<file path="src/rtl/nzcv_status_unit_if.sv">
// nzcv_status_unit_if
// Bus between the EXE stage and the NZCV status unit. It carries the ALU
// operands and command, the pipeline qualifiers, and the direct-write,
// save and restore controls. In the other direction it returns the flags,
// the carry-in used by the ALU, and the combinational result.
//
// Modports:
//   master - the pipeline side. It drives the operands and controls and
//            reads back flags, carry_o and result.
//   slave  - the status unit side.
//
// Parameter: WIDTH sets the operand and result width.
interface nzcv_status_unit_if #(
    parameter int WIDTH = 32
);
    logic             exe_valid;
    logic             s_bit;
    logic [3:0]       exe_cmd;
    logic [WIDTH-1:0] op_a;
    logic [WIDTH-1:0] op_b;
    logic             shift_carry;
    logic             stall;
    logic             flush;
    logic             wr_en;
    logic [3:0]       wr_nzcv;
    logic             save;
    logic             restore;
    logic [3:0]       flags;
    logic             carry_o;
    logic [WIDTH-1:0] result;

    modport master (
        output exe_valid, s_bit, exe_cmd, op_a, op_b, shift_carry,
               stall, flush, wr_en, wr_nzcv, save, restore,
        input  flags, carry_o, result
    );

    modport slave (
        input  exe_valid, s_bit, exe_cmd, op_a, op_b, shift_carry,
               stall, flush, wr_en, wr_nzcv, save, restore,
        output flags, carry_o, result
    );
endinterface

</file>
<file path="src/rtl/nzcv_status_unit.sv">
// nzcv_status_unit
// Computes N, Z, C and V from the EXE-stage operands and command. It holds
// them in the architectural status register and drives them to the
// condition evaluator in decode. It also keeps a one-entry saved-status
// shadow that is used on exception entry and return.
//
// Ports:
//   clk   - clock, rising edge
//   rst_n - asynchronous active-low reset; clears status and shadow
//   bus   - nzcv_status_unit_if.slave, which carries:
//             operands and command, s_bit, exe_valid
//             stall and flush qualifiers
//             wr_en/wr_nzcv for a direct write
//             save/restore for the shadow
//             outputs flags, carry_o and result
//
// Optional feature: define STATUS_BYPASS_EN to forward the pending status
// write combinationally onto flags and carry_o. When it is undefined,
// flags and carry_o come only from the register.
module nzcv_status_unit #(
    parameter int WIDTH = 32
) (
    input  logic                clk,
    input  logic                rst_n,
    nzcv_status_unit_if.slave   bus
);
    localparam logic [3:0] CMD_MOV = 4'b0001;
    localparam logic [3:0] CMD_ADD = 4'b0010;
    localparam logic [3:0] CMD_ADC = 4'b0011;
    localparam logic [3:0] CMD_SUB = 4'b0100;
    localparam logic [3:0] CMD_SBC = 4'b0101;
    localparam logic [3:0] CMD_AND = 4'b0110;
    localparam logic [3:0] CMD_ORR = 4'b0111;
    localparam logic [3:0] CMD_EOR = 4'b1000;
    localparam logic [3:0] CMD_MVN = 4'b1001;

    logic [3:0]       status;
    logic [3:0]       shadow;
    logic [3:0]       next_status;
    logic [3:0]       alu_nzcv;
    logic [3:0]       flags_out;
    logic [WIDTH-1:0] b_eff;
    logic [WIDTH-1:0] res;
    logic [WIDTH:0]   sum;
    logic             cin;
    logic             is_arith;
    logic             is_sub;
    logic             is_flag_cmd;
    logic             upd;

    // Decode the command into adder controls. Subtraction adds ~b, and the
    // carry-in supplies the +1 (SUB) or the held C (SBC). As a result, C
    // out is the ARM not-borrow.
    always_comb begin
        is_arith    = 1'b0;
        is_sub      = 1'b0;
        is_flag_cmd = 1'b1;
        cin         = 1'b0;
        case (bus.exe_cmd)
            CMD_ADD: is_arith = 1'b1;
            CMD_ADC: begin is_arith = 1'b1; cin = status[1]; end
            CMD_SUB: begin is_arith = 1'b1; is_sub = 1'b1; cin = 1'b1; end
            CMD_SBC: begin is_arith = 1'b1; is_sub = 1'b1; cin = status[1]; end
            CMD_MOV, CMD_AND, CMD_ORR, CMD_EOR, CMD_MVN: is_flag_cmd = 1'b1;
            default: is_flag_cmd = 1'b0;
        endcase
        b_eff = is_sub ? ~bus.op_b : bus.op_b;
        sum   = {1'b0, bus.op_a} + {1'b0, b_eff} + {{WIDTH{1'b0}}, cin};
    end

    // Select the result for the command. A code that does not set flags
    // yields zero.
    always_comb begin
        res = '0;
        case (bus.exe_cmd)
            CMD_ADD, CMD_ADC, CMD_SUB, CMD_SBC: res = sum[WIDTH-1:0];
            CMD_AND: res = bus.op_a & bus.op_b;
            CMD_ORR: res = bus.op_a | bus.op_b;
            CMD_EOR: res = bus.op_a ^ bus.op_b;
            CMD_MOV: res = bus.op_b;
            CMD_MVN: res = ~bus.op_b;
            default: res = '0;
        endcase
    end

    // Derive the ALU flags. Logical commands take C from the shifter and
    // leave V at its held value.
    always_comb begin
        alu_nzcv[3] = res[WIDTH-1];
        alu_nzcv[2] = (res == '0);
        alu_nzcv[1] = is_arith ? sum[WIDTH] : bus.shift_carry;
        alu_nzcv[0] = is_arith ? ((bus.op_a[WIDTH-1] == b_eff[WIDTH-1]) &&
                                  (res[WIDTH-1] != bus.op_a[WIDTH-1]))
                               : status[0];
    end

    assign upd = bus.exe_valid & bus.s_bit & is_flag_cmd & ~bus.flush & ~bus.stall;

    // The write-source priority is restore, then the direct write, then
    // the ALU. Restore and the direct write are architectural control, so
    // stall does not hold them off.
    always_comb begin
        next_status = status;
        if (bus.restore)
            next_status = shadow;
        else if (bus.wr_en)
            next_status = bus.wr_nzcv;
        else if (upd)
            next_status = alu_nzcv;
    end

    // The shadow captures the pre-edge status. If save and restore arrive
    // together, the two registers swap.
    always_ff @(posedge clk or negedge rst_n) begin
        if (!rst_n) begin
            status <= 4'b0000;
            shadow <= 4'b0000;
        end else begin
            status <= next_status;
            if (bus.save)
                shadow <= status;
        end
    end

`ifdef STATUS_BYPASS_EN
    assign flags_out = next_status;
`else
    assign flags_out = status;
`endif

    assign bus.flags   = flags_out;
    assign bus.carry_o = flags_out[1];
    assign bus.result  = res;
endmodule

</file>
<file path="src/flat_wrapper.sv">
// flat-port wrapper written by rule: the top's interface ports become plain ports
module nzcv_status_unit_flat 
#(
    parameter int WIDTH = 32
)
  (clk, rst_n, bus_exe_valid, bus_s_bit, bus_exe_cmd, bus_op_a, bus_op_b, bus_shift_carry, bus_stall, bus_flush, bus_wr_en, bus_wr_nzcv, bus_save, bus_restore, bus_flags, bus_carry_o, bus_result);
  nzcv_status_unit_if #(.WIDTH(WIDTH)) bus_i ();
  input  logic clk;
  input  logic rst_n;
  input wire logic [$bits(bus_i.exe_valid)-1:0] bus_exe_valid;
  input wire logic [$bits(bus_i.s_bit)-1:0] bus_s_bit;
  input wire logic [$bits(bus_i.exe_cmd)-1:0] bus_exe_cmd;
  input wire logic [$bits(bus_i.op_a)-1:0] bus_op_a;
  input wire logic [$bits(bus_i.op_b)-1:0] bus_op_b;
  input wire logic [$bits(bus_i.shift_carry)-1:0] bus_shift_carry;
  input wire logic [$bits(bus_i.stall)-1:0] bus_stall;
  input wire logic [$bits(bus_i.flush)-1:0] bus_flush;
  input wire logic [$bits(bus_i.wr_en)-1:0] bus_wr_en;
  input wire logic [$bits(bus_i.wr_nzcv)-1:0] bus_wr_nzcv;
  input wire logic [$bits(bus_i.save)-1:0] bus_save;
  input wire logic [$bits(bus_i.restore)-1:0] bus_restore;
  output wire logic [$bits(bus_i.flags)-1:0] bus_flags;
  output wire logic [$bits(bus_i.carry_o)-1:0] bus_carry_o;
  output wire logic [$bits(bus_i.result)-1:0] bus_result;
  assign bus_i.exe_valid = bus_exe_valid;
  assign bus_i.s_bit = bus_s_bit;
  assign bus_i.exe_cmd = bus_exe_cmd;
  assign bus_i.op_a = bus_op_a;
  assign bus_i.op_b = bus_op_b;
  assign bus_i.shift_carry = bus_shift_carry;
  assign bus_i.stall = bus_stall;
  assign bus_i.flush = bus_flush;
  assign bus_i.wr_en = bus_wr_en;
  assign bus_i.wr_nzcv = bus_wr_nzcv;
  assign bus_i.save = bus_save;
  assign bus_i.restore = bus_restore;
  assign bus_flags = bus_i.flags;
  assign bus_carry_o = bus_i.carry_o;
  assign bus_result = bus_i.result;
  nzcv_status_unit #(.WIDTH(WIDTH)) u_core (.clk(clk), .rst_n(rst_n), .bus(bus_i));
endmodule
</file>
<file path="config.mk">
export PLATFORM = sky130hd
export DESIGN_NAME = nzcv_status_unit_flat
export DESIGN_NICKNAME = d
export VERILOG_FILES = /design/src/rtl/nzcv_status_unit_if.sv /design/src/rtl/nzcv_status_unit.sv /design/src/flat_wrapper.sv
export SDC_FILE = /design/constraint.sdc
export NUM_CORES = 1
export LEC_CHECK = 0
export BUFFER_PORTS_ARGS = -buffer_cell sky130_fd_sc_hd__buf_4
export CORE_ASPECT_RATIO = 0.7
export CORE_MARGIN = 1
export CORE_UTILIZATION = 40
export DETAILED_ROUTE_END_ITERATION = 16
export PLACE_DENSITY_LB_ADDON = 0.05
export SETUP_SLACK_MARGIN = 0.05
export SYNTH_ARGS = -nofsm -noshare
export SYNTH_HDL_FRONTEND = slang
export SYNTH_SLANG_ARGS = --single-unit
</file>
<file path="constraint.sdc">
create_clock -name clk -period 6.1 [get_ports clk]
set_input_delay 0.915 -clock clk [delete_from_list [all_inputs] [get_ports clk]]
set_output_delay 0.915 -clock clk [all_outputs]
set_load 0.05 [all_outputs]
</file>
# Word level (Yosys, flattened, before mapping)
# Cells that the tools add are included.
word_totals:
  out_inout_bits: 37
  in_bits: 82
  regBits: 8
op_classes:
  add_sub_neg: 2
  bitwise_logic: 10
  muxes: 11
  n_eq_ne: 11
  n_reduce_logical: 9
ops:
  columns: ["op", "count"]
  rows:
  - ["32-bit case mux with 6 select lines", 1]
  - ["32-bit by 32-bit adder with 33-bit output", 1]
  - ["33-bit by 1-bit adder with 33-bit output", 1]
  - ["32-bit bitwise AND", 1]
  - ["32-bit logical NOT", 1]
  - ["32-bit two-way mux", 1]
  - ["32-bit NOT", 1]
  - ["32-bit OR", 1]
  - ["32-bit bitwise XOR", 1]
  - ["4-bit by 3-bit == test with 1-bit output (second input constant)", 4]
  - ["4-bit two-way mux", 3]
  - ["9-bit OR reduction", 1]
  - ["4-bit by 2-bit == test with 1-bit output (second input constant)", 2]
  - ["4-bit == test (second input constant)", 2]
  - ["3-bit nonzero test", 2]
  - ["1-bit two-way mux", 5]
  - ["1-bit bitwise AND", 4]
  - ["4-bit by 1-bit == test with 1-bit output (second input constant)", 1]
  - ["2-bit OR reduction", 2]
  - ["4-bit OR reduction", 1]
  - ["1-bit NOT", 2]
  - ["1-bit case mux with 2 select lines", 1]
  - ["2-bit AND reduction", 1]
  - ["1-bit == test", 1]
  - ["other kinds (2)", 2]

# Longest topological paths before layout
logic_depth:
  ltp_word: 13
  mapped_depth: 21

# Worst setup path before layout
# No wires, ideal clock.
synth_timing:
  path_kind: "input to output"
  from: "input port bus_exe_cmd[0]"
  to: "output port bus_result[28]"
  n_path_buf: 6
  cell_stages: 19
  arrival_ns: 5.631
  setup_slack_ns: -0.446
  path_cell_list: "buf_4 -> buf_6 -> buf_4 -> buf_2 -> buf_2 -> buf_2 -> a21oi_1 -> a2111oi_0 -> fa_1 -> inv_1 -> fa_1 -> nor2b_1 -> o221a_4 -> nor2b_1 -> o21ai_1 -> a211oi_1 -> a211oi_1 -> xor2_1 -> o21ai_0"
synth_via:
  elab_chain_len: 7
synth_lines:
  columns: ["item", "line_no", "source"]
  rows:
  - ["start: declaration", "flat_wrapper.sv:12", "input wire logic [$bits(bus_i.exe_cmd)-1:0] bus_exe_cmd;"]
  - ["4-bit by 3-bit == test with 1-bit output", "nzcv_status_unit.sv:59, nzcv_status_unit.sv:75", null]
  - ["2-bit OR reduction (no source line)", null, null]
  - ["1-bit two-way mux", "nzcv_status_unit.sv:59", "case (bus.exe_cmd)"]
  - ["32-bit two-way mux", "nzcv_status_unit.sv:67", "b_eff = is_sub ? ~bus.op_b : bus.op_b;"]
  - ["32-bit by 32-bit adder with 33-bit output", "nzcv_status_unit.sv:68", "sum = {1'b0, bus.op_a} + {1'b0, b_eff} + {{WIDTH{1'b0}}, cin};"]
  - ["33-bit by 1-bit adder with 33-bit output", "nzcv_status_unit.sv:68", null]
  - ["32-bit case mux with 6 select lines (*)", "nzcv_status_unit.sv:75", "case (bus.exe_cmd)"]
  - ["end: declaration", "flat_wrapper.sv:24", "output wire logic [$bits(bus_i.result)-1:0] bus_result;"]
# Mark *: on every way between the ends. The rest lies on a longest branch, timed or not.

# Worst setup path in the final report
layout_timing:
  from: "input port bus_exe_cmd[1]"
  to: "output port bus_result[28]"
# Same word-level chain as after synthesis.

==> results_tabular.tex <==
\begin{tabular}{lr}
\hline
Metric & Value \\
\hline
\multicolumn{2}{l}{\textbf{Critical path}} \\
\quad Worst R2R Start & u\_core.bus.flags[1]\$\_DFFE\_PN0P\_ \\
\quad Kind of end point of the critical path & output port \\
\quad Largest incremental delay on the critical path & slightly above 600 ps \\
\quad Worst path required time & around 5200 ps \\
\quad Critical Path Source Type & input pin \\
\quad Critical path, cell by cell & buf\_4 -> xnor2\_1 -> a2111oi\_0 -> fa\_1 -> inv\_1 -> fa\_1 -> nor2b\_1 -> o221a\_4 -> nor2b\_1 -> o21ai\_1 -> a211oi\_1 -> a211oi\_1 -> xor2\_1 -> o21ai\_1 -> buf\_4 \\
\quad Critical path buffers and inverters & 3 \\
\quad Flop-to-flop setup slack & 1210 ps \\
\quad Endpoint of the most critical register-to-register path & u\_core.bus.flags[2]\$\_DFFE\_PN0P\_ \\
\quad Path type of the worst setup path & in2out \\
\quad Cell at the slowest stage of the critical path & a2111oi\_0 \\
\quad CP delay by family, top & compound AO/OA/AOI/OAI gates \\
\quad Largest driver fanout on the critical path & 15 \\
\quad Data arrival time of the worst path & 4690 ps \\
\quad Number of cells on the worst reg-to-reg path & 15 \\
\multicolumn{2}{l}{\textbf{CTS}} \\
\quad Maximum buffer depth of the clock tree & 2 \\
\quad TritonCTS clock tree & built \\
\quad Clock root cell & clkbuf\_16 \\
\quad Deepest level of the CTS H-tree & 1 \\
\quad Buffers inserted by post-CTS timing repair & 0 \\
\quad Clk pin slew, worst setup/hold paths & 40 ps \\
\quad Clock sinks & 8 \\
\quad Cts-stage hold buffer count & 0 \\
\quad Total clock buffers created by CTS & 3 \\
\quad Total of cells resized after clock tree synthesis & 0 \\
\quad Skew-Pair Late Insertion Delay & 230 ps \\
\multicolumn{2}{l}{\textbf{Global routing}} \\
\quad Total routing usage reported by global routing & around 29\% \\
\quad Vias in the first global route & 5812 \\
\quad Total grt overflow & 0 \\
\quad Pin count of the biggest net entering global routing & 57 \\
\quad Initial antenna violation count & 0 \\
\quad First-pass GRT wire length & between 30000 and 40000 microns \\
\multicolumn{2}{l}{\textbf{Cells and area}} \\
\quad Final standard cell count with taps included and fillers excluded & approximately 1000 \\
\quad Number of nets in the layout & 1017 \\
\quad Signed area change from the synthesized netlist to the final layout & 20.0\% \\
\quad Area taken by multi-input logic gates & 4710 sq um \\
\quad Layout cells sized above 1 & 19.5\% \\
\quad \# fillers & about 1400 \\
\quad Diode insertion count for antenna repair & 0 \\
\quad Area taken by flip-flops and latches & 200 sq um \\
\multicolumn{2}{l}{\textbf{Timing}} \\
\quad Final critical path time including I/O delays and setup & 5600 ps \\
\quad Max transition margin & 53.7\% \\
\quad Count of final setup violators & 0 \\
\quad Setup skew after layout & 0.869 ps \\
\quad Setup slack after layout & 498 ps \\
\quad Ratio of final minimum period to clock period & 91.8\% \\
\quad Pins over their slew limit & 0 \\
\quad Unrepaired setup endpoints after global routing & no \\
\quad Worst hold-check slack & 502 ps \\
\quad Fmax & around 180 MHz \\
\quad Actual slew at the worst max-slew pin & 693 ps \\
\quad Hold violation total from the final report & 0 \\
\multicolumn{2}{l}{\textbf{Placed design}} \\
\quad Count of buffers inserted at the top-level ports & roughly 120 \\
\quad Post-DP HPWL & around 16000 microns \\
\quad Number of placed instances with taps included & between 1000 and 1500 \\
\quad Post-place setup slack & 505 ps \\
\quad GPL Wtd Cong & 0.987 \\
\multicolumn{2}{l}{\textbf{Route}} \\
\quad Overall routed net length & just over 20000 microns \\
\quad Initial detailed-routing violation count & roughly 440 \\
\quad Drt first pass iters & 5 \\
\quad Residual DRC & 0 \\
\quad DR vias/cell & 6.01 \\
\quad Total via count in the routed design & 6139 \\
\quad Routed Antenna Nets & 0 \\
\quad Routed wire length per instance & 20.3 microns \\
\multicolumn{2}{l}{\textbf{Power and ir drop}} \\
\quad Power per cell area & 155 nW/um\^{}2 \\
\quad Register share of total power & 7.1\% \\
\quad Internal power contribution & 0.452 mW \\
\quad Clk pwr share & 10.6\% \\
\quad Power share of the combinational group & 82.2\% \\
\quad Static leakage & 3.12 nW \\
\quad Switching power share of the total & 55.6\% \\
\quad Worst supply voltage drop on vdd & between 0.0001 and 0.00015 V \\
\quad Net switching power figure & approximately 0.57 mW \\
\multicolumn{2}{l}{\textbf{Yosys}} \\
\quad Async set-or-reset flop fraction in the synthesized netlist & between 90\% and 100\% \\
\quad Most common cell in the synthesized netlist & ha\_1 \\
\quad Post-Syn Area & 5460 sq um \\
\quad FF+latch count, synth & 8 \\
\quad Synth Area in Compound Gates & 30.1\% \\
\quad Simple-gate area share of the yosys netlist & 18.0\% \\
\quad Largest family of logic cells by synthesized area & compound AO/OA/AOI/OAI gates \\
\quad Post-synthesis mux area share & under 10\% \\
\quad Arithmetic-cell share of the synthesized area counting full adders, half adders and majority gates & roughly 23\% \\
\quad Xor/xnor cell area share of the yosys netlist & between 10\% and 20\% \\
\quad Ys Warns & 0 \\
\quad Number of instances in the synthesized netlist & 747 \\
\quad Number of enable-type register cells in the synthesized netlist & 0 \\
\quad Share of the synthesized area in the top cell type & 21.8\% \\
\quad Syn Nets & approximately 900 \\
\quad Cell type with the highest aggregate area in the netlist & ha\_1 \\
\quad Distinct cell type count after synthesis & 87 \\
\quad Flip-flop cell with the highest count after synthesis & dfrtp\_1 \\
\quad Seq/Total Area, Yosys & under 10\% \\
\quad Top post-synthesis cells by count & ha\_1, inv\_1, xnor2\_1 \\
\quad Avg Inst Size Synth & approximately 7.3 sq um \\
\quad Top area cells in the synthesized netlist & ha\_1, xnor2\_1, inv\_1 \\
\multicolumn{2}{l}{\textbf{Floorplanning}} \\
\quad Height of the chip & 99.7 microns \\
\quad Cell Rows & 35 \\
\quad Number of primary I/O pins & around 120 \\
\quad Die area & 14100 sq um \\
\quad Starting utilization of the core area & between 40\% and 50\% \\
\quad Core footprint & 13200 sq um \\
\quad Die extent in x & 142 microns \\
\multicolumn{2}{l}{\textbf{Flow run}} \\
\quad Max Cap Viol & 0 \\
\multicolumn{2}{l}{\textbf{Worst hold path}} \\
\quad Hold crit path type & in2async \\
\multicolumn{2}{l}{\textbf{Outcome}} \\
\quad Outcome & finished clean \\
\hline
\end{tabular}
==> cell type report <==
type / count / area share, %
Tap cell: 185 / 3.53
Inverter: 87 / 4.99
Timing Repair Buffer: 132 / 15.3
Clock buffer: 3 / 1.15
Multi-Input combinational cell: 606 / 72.0
Sequential cell: 8 / 3.06
==> cells in the final DEF (no fill, tap or decap), drive strengths merged, types with 8 or more instances in the layout <==
master  instances
buf           132
o22ai          18
xor2           13
nor3           10
inv            87
a22oi          15
dfrtp           8
nand2          47
o211ai         11
nand2b          9
a211oi         12
nand3          18
xnor2          50
a21oi          45
o21a            8
a21o            8
nor2           35
o21ai          35
mux2i          11
nand4           8
ha             95
and3           11
mux2           16
a221oi          8
==> per-stage QoR <==
step                      power (mW)  cell area (sq um)  util, %  setup TNS [ps]
after floorplan                0.638               5460        -           -67.4
after global placement         0.885               6470     49.0               0
after detailed placement       0.893               6470     49.0               0
after CTS                       1.01               6550     49.5               0
after global routing            1.08               6550     49.5               0
final                           1.02               6550     49.5               0
==> registers in the layout, summed over array words and instances, names as in the netlist <==
signal,flops
u_core.shadow,4
u_core.bus.flags,4
==> kinds of logic (layout without fill, tap and decap cells) <==
group / count (synthesis) / in the layout
compound gates: 233 / 233
xor+xnor: 63 / 63
fa+ha+maj: 97 / 97
buf+inv: 133 / 222
flops: 8 / 8
mux: 27 / 27
simple gates: 186 / 186
==> power by group through the flow <==
| stage | Sequential, mW | Combinational [mW] | Clock [mW] |
|---|---|---|---|
| after floorplan | 0.0865 | 0.551 | 0 |
| after global placement | 0.0719 | 0.813 | 0 |
| after detailed placement | 0.0725 | 0.820 | 0 |
| after CTS | 0.0722 | 0.825 | 0.110 |
| after global routing | 0.0740 | 0.898 | 0.112 |
| final | 0.0726 | 0.837 | 0.108 |
==> per-layer routing <==
layer / GRT usage [%] / wire [microns] / vias up
met3: 4.00 / 1530 / 12
li1: - / - / 2910
met4: 3.23 / 149 / 0
met1: 43.4 / 10400 / 2965
met5: 0 / 0 / -
met2: 44.1 / 8610 / 252
==> worst max path at each step <==
stage                               from                         endpoint  slack, ps  depth (start not counted)
after floorplan           bus_exe_cmd[0]                   bus_result[28]        -70                         19
after global placement    bus_exe_cmd[1]  u_core.bus.flags[2]$_DFFE_PN0P_        680                         16
after detailed placement  bus_exe_cmd[1]  u_core.bus.flags[2]$_DFFE_PN0P_        500                         16
after CTS                 bus_exe_cmd[1]                   bus_result[28]        520                         15
after global routing      bus_exe_cmd[1]                   bus_result[28]        240                         15
final                     bus_exe_cmd[1]                   bus_result[28]        500                         15
Power figures use the tool's default switching activity.
